$ cat config.mk
export PLATFORM = sky130hd
export DESIGN_NAME = tx_interface
export DESIGN_NICKNAME = d
export VERILOG_FILES = /design/src/rtl/tx_interface.sv
export SDC_FILE = /design/constraint.sdc
export NUM_CORES = 1
export LEC_CHECK = 0
export ABC_AREA = 1
export BUFFER_PORTS_ARGS = -buffer_cell sky130_fd_sc_hd__buf_4
export CAP_MARGIN = 20
export CORE_UTILIZATION = 45
export CTS_CLUSTER_DIAMETER = 200
export DETAILED_ROUTE_END_ITERATION = 10
export PLACE_DENSITY = 0.68
export SLEW_MARGIN = 25
export SYNTH_ARGS = -nofsm -noshare
export SYNTH_HDL_FRONTEND = slang
export SYNTH_SLANG_ARGS = --single-unit
$ cat constraint.sdc
create_clock -name clk -period 4.2 [get_ports clk]
set_input_delay 0.21 -clock clk [delete_from_list [all_inputs] [get_ports clk]]
set_output_delay 0.21 -clock clk [all_outputs]
set_load 0.005 [all_outputs]
$ cat src/rtl/tx_interface.sv
// -----------------------------------------------------------------------------
// tx_interface
//
// Response-side framer for the UART ALU link. It latches the 8-bit ALU result
// on a write strobe and converts it to three ASCII decimal digits with leading
// zeros ("000".."255"). It then hands the characters one at a time to the
// UART transmitter using a start / done-tick handshake.
//
// Configuration macro:
//   TX_IF_NEWLINE_EN - when defined, a fourth character (LF, 8'h0A) is sent
//                      after the units digit. When undefined, exactly three
//                      characters are sent.
//
// Parameters:
//   DBIT          width of the result and of the UART data byte (only 8)
//
// Ports:
//   clk           system clock, rising edge
//   reset         asynchronous, active-low reset
//   wr            one-cycle request strobe: latch result, start a response
//   result        unsigned ALU result, sampled when wr=1 in IDLE
//   tx_done_tick  transmitter finished shifting out the current character
//   tx_start      one-cycle request to the transmitter to send din
//   din           ASCII character for the transmitter (registered)
//   busy          high whenever a response is being built or sent
//   done_tick     one-cycle pulse after the last character has gone out
//
// Notes:
//   The binary-to-decimal conversion uses repeated subtraction: one cycle per
//   hundred, one cycle per ten, plus one exit cycle for each digit. A
//   divider is not needed at this rate.
//
//   tx_start and done_tick are registered on the edge that leaves LOAD or
//   WAIT. din is loaded on that same edge, so the transmitter always sees a
//   stable character while tx_start is high. done_tick is high during the
//   first IDLE cycle, which is why busy is already low while it pulses.
// -----------------------------------------------------------------------------
module tx_interface #(
  parameter int DBIT = 8
) (
  input  logic            clk,
  input  logic            reset,
  input  logic            wr,
  input  logic [DBIT-1:0] result,
  input  logic            tx_done_tick,
  output logic            tx_start,
  output logic [7:0]      din,
  output logic            busy,
  output logic            done_tick
);

  typedef enum logic [2:0] {
    IDLE   = 3'd0,
    CONV_H = 3'd1,
    CONV_T = 3'd2,
    LOAD   = 3'd3,
    WAIT   = 3'd4
  } state_t;

  // Index of the final character of a response.
`ifdef TX_IF_NEWLINE_EN
  localparam logic [1:0] LAST_IDX = 2'd3;
`else
  localparam logic [1:0] LAST_IDX = 2'd2;
`endif

  localparam logic [7:0] ASCII_ZERO = 8'h30;
  localparam logic [7:0] ASCII_LF   = 8'h0A;

  state_t     state_reg, state_next;
  logic [7:0] rem_reg, rem_next;
  logic [3:0] hund_reg, hund_next;
  logic [3:0] tens_reg, tens_next;
  logic [1:0] idx_reg, idx_next;
  logic [7:0] din_reg, din_next;
  logic       tx_start_reg, tx_start_next;
  logic       done_reg, done_next;
  logic [7:0] char_sel;

  // ---------------------------------------------------------------------------
  // State register (async active-low reset)
  // ---------------------------------------------------------------------------
  always_ff @(posedge clk or negedge reset) begin
    if (!reset) begin
      state_reg    <= IDLE;
      rem_reg      <= 8'd0;
      hund_reg     <= 4'd0;
      tens_reg     <= 4'd0;
      idx_reg      <= 2'd0;
      din_reg      <= 8'h00;
      tx_start_reg <= 1'b0;
      done_reg     <= 1'b0;
    end else begin
      state_reg    <= state_next;
      rem_reg      <= rem_next;
      hund_reg     <= hund_next;
      tens_reg     <= tens_next;
      idx_reg      <= idx_next;
      din_reg      <= din_next;
      tx_start_reg <= tx_start_next;
      done_reg     <= done_next;
    end
  end

  // ---------------------------------------------------------------------------
  // Next-state logic
  // ---------------------------------------------------------------------------
  always_comb begin
    state_next = state_reg;
    rem_next   = rem_reg;
    hund_next  = hund_reg;
    tens_next  = tens_reg;
    idx_next   = idx_reg;

    case (state_reg)
      IDLE: begin
        // wr is only honoured here; requests in any other state are dropped.
        if (wr) begin
          rem_next   = result;
          hund_next  = 4'd0;
          tens_next  = 4'd0;
          state_next = CONV_H;
        end
      end

      CONV_H: begin
        // The compare guarantees the subtraction never borrows.
        if (rem_reg >= 8'd100) begin
          rem_next  = rem_reg - 8'd100;
          hund_next = hund_reg + 4'd1;
        end else begin
          state_next = CONV_T;
        end
      end

      CONV_T: begin
        if (rem_reg >= 8'd10) begin
          rem_next  = rem_reg - 8'd10;
          tens_next = tens_reg + 4'd1;
        end else begin
          // rem now holds the units digit and stays put until the next request.
          idx_next   = 2'd0;
          state_next = LOAD;
        end
      end

      LOAD: begin
        state_next = WAIT;
      end

      WAIT: begin
        if (tx_done_tick) begin
          if (idx_reg == LAST_IDX) begin
            state_next = IDLE;
          end else begin
            idx_next   = idx_reg + 2'd1;
            state_next = LOAD;
          end
        end
      end

      default: begin
        state_next = IDLE;
      end
    endcase
  end

  // ---------------------------------------------------------------------------
  // Output logic
  // ---------------------------------------------------------------------------
  // Character selected by the current index.
  always_comb begin
    char_sel = ASCII_ZERO;
    case (idx_reg)
      2'd0: char_sel = ASCII_ZERO + {4'h0, hund_reg};
      2'd1: char_sel = ASCII_ZERO + {4'h0, tens_reg};
      2'd2: char_sel = ASCII_ZERO + {4'h0, rem_reg[3:0]};
`ifdef TX_IF_NEWLINE_EN
      2'd3: char_sel = ASCII_LF;
`else
      // Index 3 is never reached without the trailing newline.
      2'd3: char_sel = ASCII_ZERO;
`endif
      default: char_sel = ASCII_ZERO;
    endcase
  end

  always_comb begin
    // din keeps the last character sent until the next LOAD.
    din_next      = din_reg;
    tx_start_next = 1'b0;
    done_next     = 1'b0;

    if (state_reg == LOAD) begin
      din_next      = char_sel;
      tx_start_next = 1'b1;
    end

    if ((state_reg == WAIT) && tx_done_tick && (idx_reg == LAST_IDX)) begin
      done_next = 1'b1;
    end
  end

  assign busy      = (state_reg != IDLE);
  assign tx_start  = tx_start_reg;
  assign din       = din_reg;
  assign done_tick = done_reg;

endmodule
==> run summary <==
CTS Buffer Depth -> 2
share of the yosys chip area belonging to registers -> 36.84%
setup repair after global routing missed its margin -> false
post-route antenna net violation count -> 0
power share of the combinational group -> 60.6%
Avg WL per Cell -> 13.44 µm
Initial Util -> 47.20%
flip-flop count of the largest register after layout -> 8
GRT Overall Usage -> 21.75%
post-route minimum period -> 1829 ps
sum of routed wire length over all layers -> 4342 µm
post-synthesis adder-cell area fraction -> 6.579%
hold path start -> tx_done_tick
maximum fanout encountered on the critical timing path -> 7
crit end category -> flip-flop
yosys warns -> 0
worst vdd rail ir drop -> 0.2879 mV
clk slew on worst S/H paths -> 90 ps
clock network fraction of total power -> 10.3%
worst min path class -> input pin to flip-flop
Post-Route Utilization -> 53.63%
status -> complete, no violations
Port Buffer Count -> 20
dominant combinational cell family by area after synthesis -> simple AND/OR/NAND/NOR gates
most common flop cell mapped by yosys -> dfrtp_1
number of max-cap violations -> 0
reg-to-reg endpoint -> rem_reg[3]
initial antenna violation count -> 0
number of top-level design ports -> 23
Final period util -> 43.55%
TritonCTS clock tree -> yes
XOR/XNOR share of the synthesized area -> 1.842%
count of flip-flops with a built-in enable after synthesis -> 0
H-tree lvl count -> 1
DRC Markers -> 0
worst reg2reg path startpoint -> rem_reg[2]
compound-cell area share of the yosys netlist -> 11.18%
setup TNS after final layout -> 0 ps
post-synthesis instance area -> 1902 µm²
crit path DAT -> 2000 ps
skew final -> 4.245 ps
first-pass GRT wire length -> 7196 µm
total leakage power -> 1.105 nW
register share of total power -> 29.0%
Post-DP HPWL -> 3421 µm
fraction of final layout cells with drive strength greater than 1 -> 18.32%
average footprint of a synthesized cell -> 7.607 µm²
number of cells on the worst hold path -> 3
total of cells resized after clock tree synthesis -> 0
number of global-route vias before repair -> 1535
floorplan core area -> 4029 µm²
kind of start point of the critical path -> flip-flop
number of DRC violations after detailed-routing iteration 0 -> 104
largest cells by area after synthesis -> dfrtp_1 (37%), nand2_1 (14%), ha_1 (6.6%)
WS Path Type -> flip-flop to flip-flop
final RePlAce weighted congestion -> 0.9344
Clk Latency, worst-skew pair -> 280 ps
setup violators final -> 0
Pins Over Slew Limit -> 0
number of distinct library cell variants in the gate-level netlist after synthesis -> 31
ranking of synthesized cells by instance count -> nand2_1 (71), inv_1 (31), dfrtp_1 (28)
total number of clock tree sinks -> 28
final number of hold-violating endpoints -> 0
number of buffers inserted during clock tree synthesis -> 3
Internal Dissipation -> 800.0 µW
Area Growth Syn to Fin -> 13.62%
Min-Delay Endpoint -> done_tick
height of the die -> 67.01 µm
library cell occupying the most area in the post-synthesis netlist -> dfrtp_1
maximum number of pins on one net before global-route repair -> 29
vias -> 1674
simple-gate share of the synthesized area -> 34.61%
leftover overflow at the end of global routing -> 0
maximum clock frequency -> 0.5467 GHz
cell chosen for the clock root -> clkbuf_8
logic depth of the worst register-to-register path -> 10
switching power -> 831.7 µW
power density cells -> 755.1 nW/µm²
area share of the largest cell type after synthesis -> 36.84%
Synth Instances -> 250
FF-to-FF setup slack -> 2370 ps
die span in x -> 67.01 µm
Row Count -> 23
number of nets in the layout -> 296
data required time of the worst path -> 4380 ps
fraction of registers with async set or reset after synthesis -> 100.0%
post-DR vias/cell -> 5.183
net switching fraction of the power -> 50.97%
mux cell area share after synthesis -> 0%
most numerous cell in the Yosys netlist -> nand2_1
floorplan die area -> 4490 µm²
flip-flop and latch count after synthesis -> 28
setup bufs post-CTS -> 0
first-pass iteration count of the detailed router -> 4
cts hold-fix bufs -> 1
antenna fix cells -> 0
## cell type report
cell class | count | area, µm²
timing repair buffer | 21 | 160.2
sequential | 28 | 700.7
clock buffer | 4 | 55.05
multi-input combinational | 185 | 1039
tap | 50 | 62.56
inverter | 35 | 143.9
fill | 417 | 1868
## cell families after synthesis
group | Yosys count
simple gates | 133
buf+inv | 38
compound gates | 36
flops | 28
fa+ha+maj | 10
xor+xnor | 4
other cells | 1
## cell usage in the layout, fill, tap and decap left out, types with 2 or more instances in the layout
cell / instances
ha_1: 10
nor2_2: 4
conb_1: 2
clkbuf_8: 4
or2_2: 2
nand2_2: 2
dfrtp_1: 28
buf_4: 20
o211ai_1: 2
xor2_1: 3
inv_1: 31
inv_2: 3
a21oi_1: 9
nand3_1: 25
nand2_4: 4
nand2_1: 71
o21ai_0: 17
nor2_4: 3
nor2_1: 16
o22ai_1: 3
nor2_8: 2
## critical path, cell delays in order, from the launching register on
cell	delay (ps)
dfrtp_1	440
inv_1	160
ha_1	230
nand2_1	60
nand2_1	180
o21ai_4	300
nand2_4	80
inv_1	100
nor2_4	60
nand2_1	70
nand2_1	50
## per-layer routing
metal	share of wire [%]	GRT usage, %	vias to the layer above
met3	4.0	4.110	9
met2	49	35.25	37
li1	-	-	836
met5	0	0	-
met4	1.5	6.117	0
met1	46	29.05	792
## power groups by stage
stage | Combinational [mW] | Clock (mW) | Sequential [mW]
after CTS | 0.994 | 0.174 | 0.472
after global placement | 0.981 | 0 | 0.475
after floorplan | 0.748 | 0 | 0.457
final | 0.989 | 0.169 | 0.473
after detailed placement | 0.988 | 0 | 0.477
after global routing | 1.13 | 0.183 | 0.486
## worst max-delay path by stage
stage,start,endpoint,slack [ps],cells after the start
floorplan,rem_reg[2],rem_reg[7],2680,10
global placement,rem_reg[2],rem_reg[7],2440,10
detailed placement,rem_reg[2],rem_reg[5],2410,10
CTS,rem_reg[2],rem_reg[5],2390,10
global route,rem_reg[2],rem_reg[3],2200,10
finish,rem_reg[2],rem_reg[3],2370,10
## per-stage QoR
| stage | cell area, µm² | setup slack, ps | instances | power (mW) | hold slack (ps) |
|---|---|---|---|---|---|
| after global routing | 2161 | 2198 | 323 | 1.800 | 159.9 |
| after CTS | 2161 | 2391 | 323 | 1.639 | 148.2 |
| after detailed placement | 2096 | 2409 | 318 | 1.465 | 152.3 |
| after floorplan | 1906 | 2678 | 251 | 1.205 | -85.59 |
| final | 2161 | 2371 | 323 | 1.632 | 153.5 |
| after global placement | 2096 | 2444 | 318 | 1.456 | 149.0 |
(Power assumes the default switching activity.)
